## src/rtl/riscv_pkg.sv

```systemverilog
// ---------------------------------------------------------------------------
// riscv_pkg
// Shared definitions for the instruction fetch path.
//   fetch_state_t    : fetch FSM states (REQ, WAIT, DRAIN)
//   INSTR_NOP        : instruction word shown to decode when nothing is valid
//   DEFAULT_RESET_PC : default first fetch address
//   FETCH_ENTRY_W    : width of one instruction buffer entry {pc, instr}
// ---------------------------------------------------------------------------
package riscv_pkg;

    typedef enum logic [1:0] {
        REQ   = 2'd0,   // may issue a request
        WAIT  = 2'd1,   // one request outstanding, response will be kept
        DRAIN = 2'd2    // one request outstanding, response will be dropped
    } fetch_state_t;

    localparam logic [31:0] INSTR_NOP        = 32'h0000_0013;
    localparam logic [31:0] DEFAULT_RESET_PC = 32'h0000_0000;
    localparam int          FETCH_ENTRY_W    = 64;

endpackage

```

## src/rtl/fetch_buffer.sv

```systemverilog
// ---------------------------------------------------------------------------
// fetch_buffer
// DEPTH-entry synchronous FIFO holding {pc, instr} words between fetch and
// decode. The head entry is readable combinationally so a pushed word is
// visible the cycle after the push. Push while full is accepted only when a
// pop happens in the same cycle. Flush empties the FIFO and wins over push/pop.
//   clk, rst   : clock, asynchronous active-high reset
//   flush      : drop all entries
//   push       : write push_data
//   push_data  : entry to write
//   pop        : remove the head entry
//   head_data  : oldest entry (undefined content when empty)
//   full/empty : occupancy flags
// DEPTH must be a power of two, minimum 2.
// ---------------------------------------------------------------------------
module fetch_buffer
    import riscv_pkg::*;
#(
    parameter int DEPTH = 2,
    parameter int WIDTH = FETCH_ENTRY_W
) (
    input  logic             clk,
    input  logic             rst,
    input  logic             flush,
    input  logic             push,
    input  logic [WIDTH-1:0] push_data,
    input  logic             pop,
    output logic [WIDTH-1:0] head_data,
    output logic             full,
    output logic             empty
);

    localparam int PTR_W = $clog2(DEPTH);
    localparam int CNT_W = $clog2(DEPTH + 1);

    logic [PTR_W-1:0] wr_ptr_reg;
    logic [PTR_W-1:0] rd_ptr_reg;
    logic [CNT_W-1:0] count_reg;
    logic [WIDTH-1:0] entry_data [DEPTH];
    logic             do_push;
    logic             do_pop;

    assign full    = (count_reg == CNT_W'(DEPTH));
    assign empty   = (count_reg == '0);
    assign do_pop  = pop && !empty && !flush;
    assign do_push = push && (!full || do_pop) && !flush;

    // One storage register per entry; only the slot under the write pointer
    // loads. Storage needs no reset since count_reg gates visibility.
    genvar gi;
    generate
        for (gi = 0; gi < DEPTH; gi++) begin : g_entry
            logic [WIDTH-1:0] data_reg;
            always_ff @(posedge clk) begin
                if (do_push && (wr_ptr_reg == PTR_W'(gi))) begin
                    data_reg <= push_data;
                end
            end
            assign entry_data[gi] = data_reg;
        end
    endgenerate

    assign head_data = entry_data[rd_ptr_reg];

    // Pointers wrap naturally because DEPTH is a power of two.
    always_ff @(posedge clk or posedge rst) begin
        if (rst) begin
            wr_ptr_reg <= '0;
            rd_ptr_reg <= '0;
            count_reg  <= '0;
        end else if (flush) begin
            wr_ptr_reg <= '0;
            rd_ptr_reg <= '0;
            count_reg  <= '0;
        end else begin
            if (do_push) begin
                wr_ptr_reg <= wr_ptr_reg + PTR_W'(1);
            end
            if (do_pop) begin
                rd_ptr_reg <= rd_ptr_reg + PTR_W'(1);
            end
            case ({do_push, do_pop})
                2'b10:   count_reg <= count_reg + CNT_W'(1);
                2'b01:   count_reg <= count_reg - CNT_W'(1);
                default: count_reg <= count_reg;
            endcase
        end
    end

endmodule

```

## src/rtl/fetch_unit.sv

```systemverilog
// ---------------------------------------------------------------------------
// fetch_unit
// Instruction fetch stage: issues one word-aligned request at a time to
// instruction memory, buffers returned words with their PC and hands them to
// decode in order. A redirect from EX flushes everything, drops any response
// still in flight and restarts fetch at the new target.
//   clk, rst          : clock, asynchronous active-high reset
//   imem_req_valid/ready, imem_addr      : request channel
//   imem_rsp_valid, imem_rsp_data        : response channel (in order)
//   redirect_valid, redirect_pc          : taken branch/jump from EX
//   id_ready                             : decode consumes current beat
//   if_valid, if_instruction, if_pc, if_pc_plus4 : beat to decode
//   if_misaligned (FETCH_MISALIGN_CHECK_EN only) : redirect target was not
//                                          word aligned; beat carries a NOP
// Optional feature macro: FETCH_MISALIGN_CHECK_EN. When undefined, redirect
// targets are silently word-aligned.
// ---------------------------------------------------------------------------
module fetch_unit
    import riscv_pkg::*;
#(
    parameter logic [31:0] RESET_PC  = DEFAULT_RESET_PC,
    parameter int          BUF_DEPTH = 2
) (
    input  logic        clk,
    input  logic        rst,
    output logic        imem_req_valid,
    input  logic        imem_req_ready,
    output logic [31:0] imem_addr,
    input  logic        imem_rsp_valid,
    input  logic [31:0] imem_rsp_data,
    input  logic        redirect_valid,
    input  logic [31:0] redirect_pc,
    input  logic        id_ready,
    output logic        if_valid,
    output logic [31:0] if_instruction,
    output logic [31:0] if_pc,
    output logic [31:0] if_pc_plus4
`ifdef FETCH_MISALIGN_CHECK_EN
    ,
    output logic        if_misaligned
`endif
);

    fetch_state_t state_reg;
    fetch_state_t state_next;
    logic [31:0]  pc_reg;
    logic [31:0]  pc_next;
    logic [31:0]  inflight_pc_reg;
    logic [31:0]  redirect_target;
    logic         req_fire;
    logic         rsp_keep;
    logic         buf_pop;
    logic         buf_full;
    logic         buf_empty;
    logic [63:0]  buf_head;
    logic         fetch_halt;
    logic         fault_beat;
    logic [31:0]  fault_pc;
    logic [31:0]  if_pc_int;

    assign redirect_target = redirect_pc & 32'hFFFF_FFFC;

`ifdef FETCH_MISALIGN_CHECK_EN
    // A misaligned redirect produces one NOP beat flagged if_misaligned and
    // stops fetching until the next redirect.
    logic        halt_reg;
    logic        fault_reg;
    logic [31:0] fault_pc_reg;

    always_ff @(posedge clk or posedge rst) begin
        if (rst) begin
            halt_reg     <= 1'b0;
            fault_reg    <= 1'b0;
            fault_pc_reg <= '0;
        end else if (redirect_valid) begin
            halt_reg     <= |redirect_pc[1:0];
            fault_reg    <= |redirect_pc[1:0];
            fault_pc_reg <= redirect_pc;
        end else if (fault_reg && id_ready) begin
            fault_reg <= 1'b0;
        end
    end

    assign fetch_halt    = halt_reg;
    assign fault_beat    = fault_reg;
    assign fault_pc      = fault_pc_reg;
    assign if_misaligned = fault_reg;
`else
    assign fetch_halt = 1'b0;
    assign fault_beat = 1'b0;
    assign fault_pc   = '0;
`endif

    // Gating with rst keeps the request low while reset is held, and lets it
    // rise immediately once reset is released.
    assign imem_req_valid = !rst && (state_reg == REQ) && !buf_full && !fetch_halt;
    assign imem_addr      = pc_reg;
    assign req_fire       = imem_req_valid && imem_req_ready;

    // Responses are only kept in WAIT, so a response seen in REQ (for example
    // right after reset) or in DRAIN is dropped.
    assign rsp_keep = (state_reg == WAIT) && imem_rsp_valid && !redirect_valid;
    assign buf_pop  = !buf_empty && !fault_beat && id_ready && !redirect_valid;

    always_comb begin
        state_next = state_reg;
        pc_next    = pc_reg;
        if (redirect_valid) begin
            pc_next = redirect_target;
            unique case (state_reg)
                // A request accepted in the redirect cycle is stale already.
                REQ:     state_next = req_fire ? DRAIN : REQ;
                // If the response lands in the redirect cycle nothing is left
                // in flight; otherwise wait it out and drop it.
                WAIT,
                DRAIN:   state_next = imem_rsp_valid ? REQ : DRAIN;
                default: state_next = REQ;
            endcase
        end else begin
            unique case (state_reg)
                REQ: begin
                    if (req_fire) begin
                        state_next = WAIT;
                        pc_next    = pc_reg + 32'd4;
                    end
                end
                WAIT,
                DRAIN: begin
                    if (imem_rsp_valid) begin
                        state_next = REQ;
                    end
                end
                default: state_next = REQ;
            endcase
        end
    end

    always_ff @(posedge clk or posedge rst) begin
        if (rst) begin
            state_reg       <= REQ;
            pc_reg          <= RESET_PC;
            inflight_pc_reg <= '0;
        end else begin
            state_reg <= state_next;
            pc_reg    <= pc_next;
            if (req_fire) begin
                inflight_pc_reg <= pc_reg;
            end
        end
    end

    fetch_buffer #(
        .DEPTH (BUF_DEPTH),
        .WIDTH (FETCH_ENTRY_W)
    ) u_fetch_buffer (
        .clk       (clk),
        .rst       (rst),
        .flush     (redirect_valid),
        .push      (rsp_keep),
        .push_data ({inflight_pc_reg, imem_rsp_data}),
        .pop       (buf_pop),
        .head_data (buf_head),
        .full      (buf_full),
        .empty     (buf_empty)
    );

    // Idle outputs show PC 0 / NOP so decode never sees a stale word.
    always_comb begin
        if_valid       = 1'b0;
        if_pc_int      = '0;
        if_instruction = INSTR_NOP;
        if (fault_beat) begin
            if_valid  = 1'b1;
            if_pc_int = fault_pc;
        end else if (!buf_empty) begin
            if_valid       = 1'b1;
            if_pc_int      = buf_head[63:32];
            if_instruction = buf_head[31:0];
        end
    end

    assign if_pc       = if_pc_int;
    assign if_pc_plus4 = if_pc_int + 32'd4;

endmodule

```

## config.mk

```make
export PLATFORM = sky130hd
export DESIGN_NAME = fetch_unit
export DESIGN_NICKNAME = d
export VERILOG_FILES = /design/src/rtl/riscv_pkg.sv /design/src/rtl/fetch_buffer.sv /design/src/rtl/fetch_unit.sv
export SDC_FILE = /design/constraint.sdc
export NUM_CORES = 1
export LEC_CHECK = 0
export BUFFER_PORTS_ARGS = -buffer_cell sky130_fd_sc_hd__buf_4
export CAP_MARGIN = 15
export CORE_UTILIZATION = 35
export DETAILED_ROUTE_END_ITERATION = 7
export PLACE_DENSITY = 0.6
export SLEW_MARGIN = 20
export SYNTH_ARGS = -nofsm -noshare
export SYNTH_HDL_FRONTEND = slang
export SYNTH_HIERARCHICAL = 1
export SYNTH_SLANG_ARGS = --single-unit
```

## constraint.sdc

```tcl
create_clock -name clk -period 6.3 [get_ports clk]
set_input_delay 0 -clock clk [delete_from_list [all_inputs] [get_ports clk]]
set_output_delay 0 -clock clk [all_outputs]
set_load 0.05 [all_outputs]
```

==> metrics.txt <==
# TYPE chip_impl_metric gauge
chip_impl_metric{name="highest_attainable_clock_frequency",unit="MHz"} 278.6
chip_impl_metric{name="syn-mean-instance-area",unit="sq um"} 12.11
chip_impl_metric{name="grt_first_pass_wirelength",unit="mm"} 34.42
chip_impl_metric{name="overall_power",unit="mW"} 3.176
chip_impl_metric{name="setup-violations-final",unit=""} 0
chip_impl_metric{name="compound_cell_area_share_of_the_yosys_netlist",unit="%"} 4.656
chip_impl_info{name="synth_top_family_by_area",value="simple AND/OR/NAND/NOR gates"} 1
chip_impl_metric{name="io_buffer_count",unit=""} 195
chip_impl_metric{name="htree_levels",unit=""} 4
chip_impl_metric{name="wl",unit="mm"} 21.82
chip_impl_metric{name="worst-r2r-setup-slack",unit="ns"} 3.42
chip_impl_metric{name="layout-area-overhead-vs-synth",unit="%"} 34.01
chip_impl_info{name="setup.worst_path.start_class",value="flop"} 1
chip_impl_metric{name="ant_nets",unit=""} 0
chip_impl_metric{name="layout.core_utilization",unit="%"} 47.77
chip_impl_metric{name="worst_path_required",unit="ns"} 6.30
chip_impl_metric{name="met1_usage",unit="%"} 24.02
chip_impl_metric{name="post_synth_num_cell_types",unit=""} 50
chip_impl_info{name="worst_setup_path_startpoint",value="u_fetch_buffer/rd_ptr_reg"} 1
chip_impl_metric{name="p_per_area",unit="nW/um^2"} 264.0
chip_impl_info{name="path_cells",value="buf_4 -> mux2_2 -> and3_1 -> and4_1 -> nand4_1 -> xnor2_1 -> buf_4"} 1
chip_impl_info{name="crit_end_element",value="primary output"} 1
chip_impl_metric{name="core.rowCount",unit=""} 58
chip_impl_metric{name="die_y",unit="um"} 162.1
chip_impl_info{name="timing.hold.worst.class",value="input pin to asynchronous set/reset pin"} 1
chip_impl_metric{name="post_cts.resized_instances",unit=""} 0
chip_impl_metric{name="fp.dieArea",unit="sq um"} 26290
chip_impl_metric{name="combined_area_of_the_multi_input_logic_cells",unit="sq um"} 3287
chip_impl_metric{name="place.detailed.hpwl",unit="mm"} 14.56
chip_impl_metric{name="design.portCount",unit=""} 200
chip_impl_metric{name="number_of_antenna_violations_at_the_first_check_in_global_routing",unit=""} 0
chip_impl_metric{name="synth_enable_flop_cells",unit=""} 128
chip_impl_metric{name="yosys.area_share.adder",unit="%"} 0.6970
chip_impl_metric{name="synth_mux_area_share",unit="%"} 8.391
chip_impl_info{name="grt_busiest_layer",value="met2"} 1
chip_impl_metric{name="ys_seq_area_share",unit="%"} 61.22
chip_impl_metric{name="floorplan.initialDensity",unit="%"} 35.65
chip_impl_info{name="classification_of_the_worst_setup_path",value="flop to primary output"} 1
chip_impl_metric{name="initial_drt_pass_iterations",unit=""} 4
chip_impl_info{name="critical_path.endpoint",value="if_pc_plus4[22]"} 1
chip_impl_metric{name="timing.critical_path.arrival",unit="ns"} 3.59
chip_impl_metric{name="post_synth_inst_count",unit=""} 741
chip_impl_metric{name="antenna_cells_inserted",unit=""} 0
chip_impl_metric{name="max_slew_margin",unit="%"} 36.44
chip_impl_metric{name="grtUsageMet3",unit="%"} 3.371
chip_impl_metric{name="max_stage_delay",unit="ns"} 0.75
chip_impl_metric{name="yosys.area_share.xor_xnor",unit="%"} 3.610
chip_impl_metric{name="max_cap_violations",unit=""} 0
chip_impl_metric{name="cts_inserted_buffers",unit=""} 17
chip_impl_metric{name="routability_driven_placement_congestion_ratio",unit=""} 0.7766
chip_impl_metric{name="globalRouteMet2Util",unit="%"} 26.73
chip_impl_info{name="clockRootBuffer",value="clkbuf_16"} 1
chip_impl_metric{name="final.fill_count",unit=""} 2351
chip_impl_metric{name="critical_path.max_fanout",unit=""} 41
chip_impl_metric{name="overflow",unit=""} 0
chip_impl_metric{name="worst_skew_pair.late_latency",unit="ns"} 0.43
chip_impl_metric{name="power.ir.vdd_worst",unit="mV"} 0.1416
chip_impl_metric{name="clockBufferDepth",unit=""} 2
chip_impl_info{name="critical_path.slowest_cell",value="dfrtp_2"} 1
chip_impl_metric{name="routed_wire_length_per_instance",unit="um"} 16.35
chip_impl_metric{name="grt_max_degree",unit=""} 65
chip_impl_metric{name="synthArstFlopShare",unit="%"} 34.02
chip_impl_metric{name="iter_0_drt_violations",unit=""} 329
chip_impl_info{name="critical_path.reg2reg.startpoint",value="u_fetch_buffer/count_reg[0]"} 1
chip_impl_metric{name="cts.clk_slew.worst_paths",unit="ns"} 0.07
chip_impl_metric{name="timing.final.crit_share",unit="%"} 56.96
chip_impl_metric{name="synth-seq-cells",unit=""} 194
chip_impl_info{name="worstReg2RegEnd",value="imem_addr[19]"} 1
chip_impl_metric{name="clock_skew",unit="ns"} 0.01373
chip_impl_metric{name="die-width",unit="um"} 162.1
chip_impl_metric{name="track_usage",unit="%"} 16.97
chip_impl_metric{name="finish.net_count",unit=""} 1066
chip_impl_info{name="grt_setup_unrepaired",value="no"} 1
chip_impl_info{name="most_common_cell_on_crit_path",value="buf_4"} 1
chip_impl_metric{name="cts.sinks",unit=""} 194
chip_impl_info{name="tritoncts",value="built"} 1
chip_impl_metric{name="post_synth_and_or_nand_nor_area_fraction",unit="%"} 18.62
chip_impl_metric{name="register_area",unit="sq um"} 5497
chip_impl_metric{name="number_of_flip_flops_under_the_largest_register_name",unit=""} 128
chip_impl_metric{name="post-route-drc-count",unit=""} 0
chip_impl_metric{name="detail_route.vias_per_cell",unit=""} 4.875
chip_impl_info{name="mostFrequentLayoutCells",value="buf_4, edfxtp_1, nand2_1, mux2_2"} 1
chip_impl_metric{name="finalCriticalPeriod",unit="ns"} 3.589
chip_impl_metric{name="drive_above_1_share",unit="%"} 31.57
chip_impl_metric{name="worstRegToRegCells",unit=""} 6
chip_impl_info{name="synth_top_flop_cell",value="edfxtp_1"} 1
chip_impl_metric{name="via_count",unit=""} 6503
chip_impl_metric{name="total_leakage_power",unit="nW"} 4.817
chip_impl_metric{name="netlist_area",unit="sq um"} 8976
chip_impl_metric{name="yosysWarningCount",unit=""} 6
chip_impl_metric{name="core-area",unit="sq um"} 25180
chip_impl_metric{name="setup_tns",unit="ns"} 0
chip_impl_metric{name="hold_viol",unit=""} 0
chip_impl_info{name="outcome",value="complete, no violations"} 1
chip_impl_info{name="most_common_library_cell_in_the_layout_ignoring_fill_and_taps",value="buf_4"} 1
chip_impl_metric{name="worst_slew_pin_slew",unit="ns"} 0.9534
chip_impl_metric{name="timing_max_transition_violations_final",unit=""} 0
chip_impl_metric{name="grt_pass1_vias",unit=""} 6254
-- through the flow --
stage	instance area, sq um	hold slack [ns]	setup WS [ns]	cells
after floorplan	9000	-0.2339	1.470	746
after global placement	10780	-0.05202	3.075	1237
after detailed placement	10780	-0.04079	3.045	1237
after CTS	12030	0.05423	2.577	1334
after global routing	12030	0.07223	2.378	1334
final	12030	0.06575	2.711	1334
-- final cells by class --
type                            instances  share of cell area, %
Tap cell                              330                  3.433
Multi-Input combinational cell        493                  27.32
Clock buffer                           18                  3.651
Clock inverter                         14                  1.290
Inverter                               17                 0.5305
Timing Repair Buffer                  268                  18.08
Sequential cell                       194                  45.69
-- power by group --
| part | switching [mW] | internal [mW] |
|---|---|---|
| Clock | 0.484 | 0.603 |
| Sequential | 0.113 | 1.51 |
| Combinational | 0.291 | 0.179 |
-- per-layer routing --
layer	up-vias	wire, um
li1	3158	-
met1	3128	10680
met2	207	9791
met3	10	1155
met4	0	184
met5	-	0
-- critical path, delay by kind of cell (launching register included) --
family / cells / cell delay (ns)
mux: 1 / 0.32
xor+xnor: 1 / 0.20
simple gates: 3 / 1.03
flops: 1 / 0.75
buf+inv: 2 / 0.83
-- cell usage after synthesis (3+ instances only) --
| master | instances | share of area (%) |
|---|---|---|
| mux2_2 | 66 | 8.3 |
| buf_4 | 4 | 0.33 |
| a21oi_1 | 7 | 0.39 |
| nor2b_1 | 60 | 4.2 |
| ha_1 | 5 | 0.70 |
| nand4_1 | 18 | 1.3 |
| or2_2 | 3 | 0.21 |
| edfxtp_1 | 128 | 43 |
| xor2_1 | 16 | 1.6 |
| nor3_1 | 7 | 0.39 |
| nand2_1 | 113 | 4.7 |
| clkbuf_1 | 27 | 1.1 |
| and4_1 | 5 | 0.49 |
| o21ai_0 | 17 | 0.95 |
| and4b_1 | 4 | 0.45 |
| dfrtp_1 | 66 | 18 |
| nand3_1 | 20 | 1.1 |
| xnor2_1 | 21 | 2.0 |
| nor4_1 | 4 | 0.28 |
| or3_1 | 5 | 0.35 |
| nor2_1 | 27 | 1.1 |
| a31oi_1 | 15 | 1.0 |
| and2_1 | 7 | 0.49 |
| inv_1 | 17 | 0.71 |
| o31ai_1 | 13 | 1.1 |
| and3_1 | 11 | 0.77 |
| buf_2 | 9 | 0.50 |
| and3b_1 | 3 | 0.29 |
| or4_1 | 17 | 1.4 |
-- worst min path at each step --
| stage | from | end | cells past startpoint |
|---|---|---|---|
| global route | rst | u_fetch_buffer/count_reg[0] | 3 |
| finish | rst | u_fetch_buffer/count_reg[0] | 3 |
| global placement | rst | u_fetch_buffer/count_reg[0] | 2 |
| detailed placement | rst | u_fetch_buffer/count_reg[0] | 2 |
| floorplan | rst | u_fetch_buffer/count_reg[0] | 1 |
| CTS | rst | u_fetch_buffer/count_reg[0] | 3 |
-- cells by family after synthesis --
group,Yosys count
and+or+nand+nor,315
DFF,194
muxes,67
AOI/OAI and AO/OA,63
buffers and inverters,59
xor gates and xnor gates,37
adders and majority gates,5
other,1
-- repair_timing --
action	4_1_cts	5_1_grt
hold buffers	65	0
setup buffers	0	0
hold endpoints to repair	164	0
(Power assumes the default switching activity.)
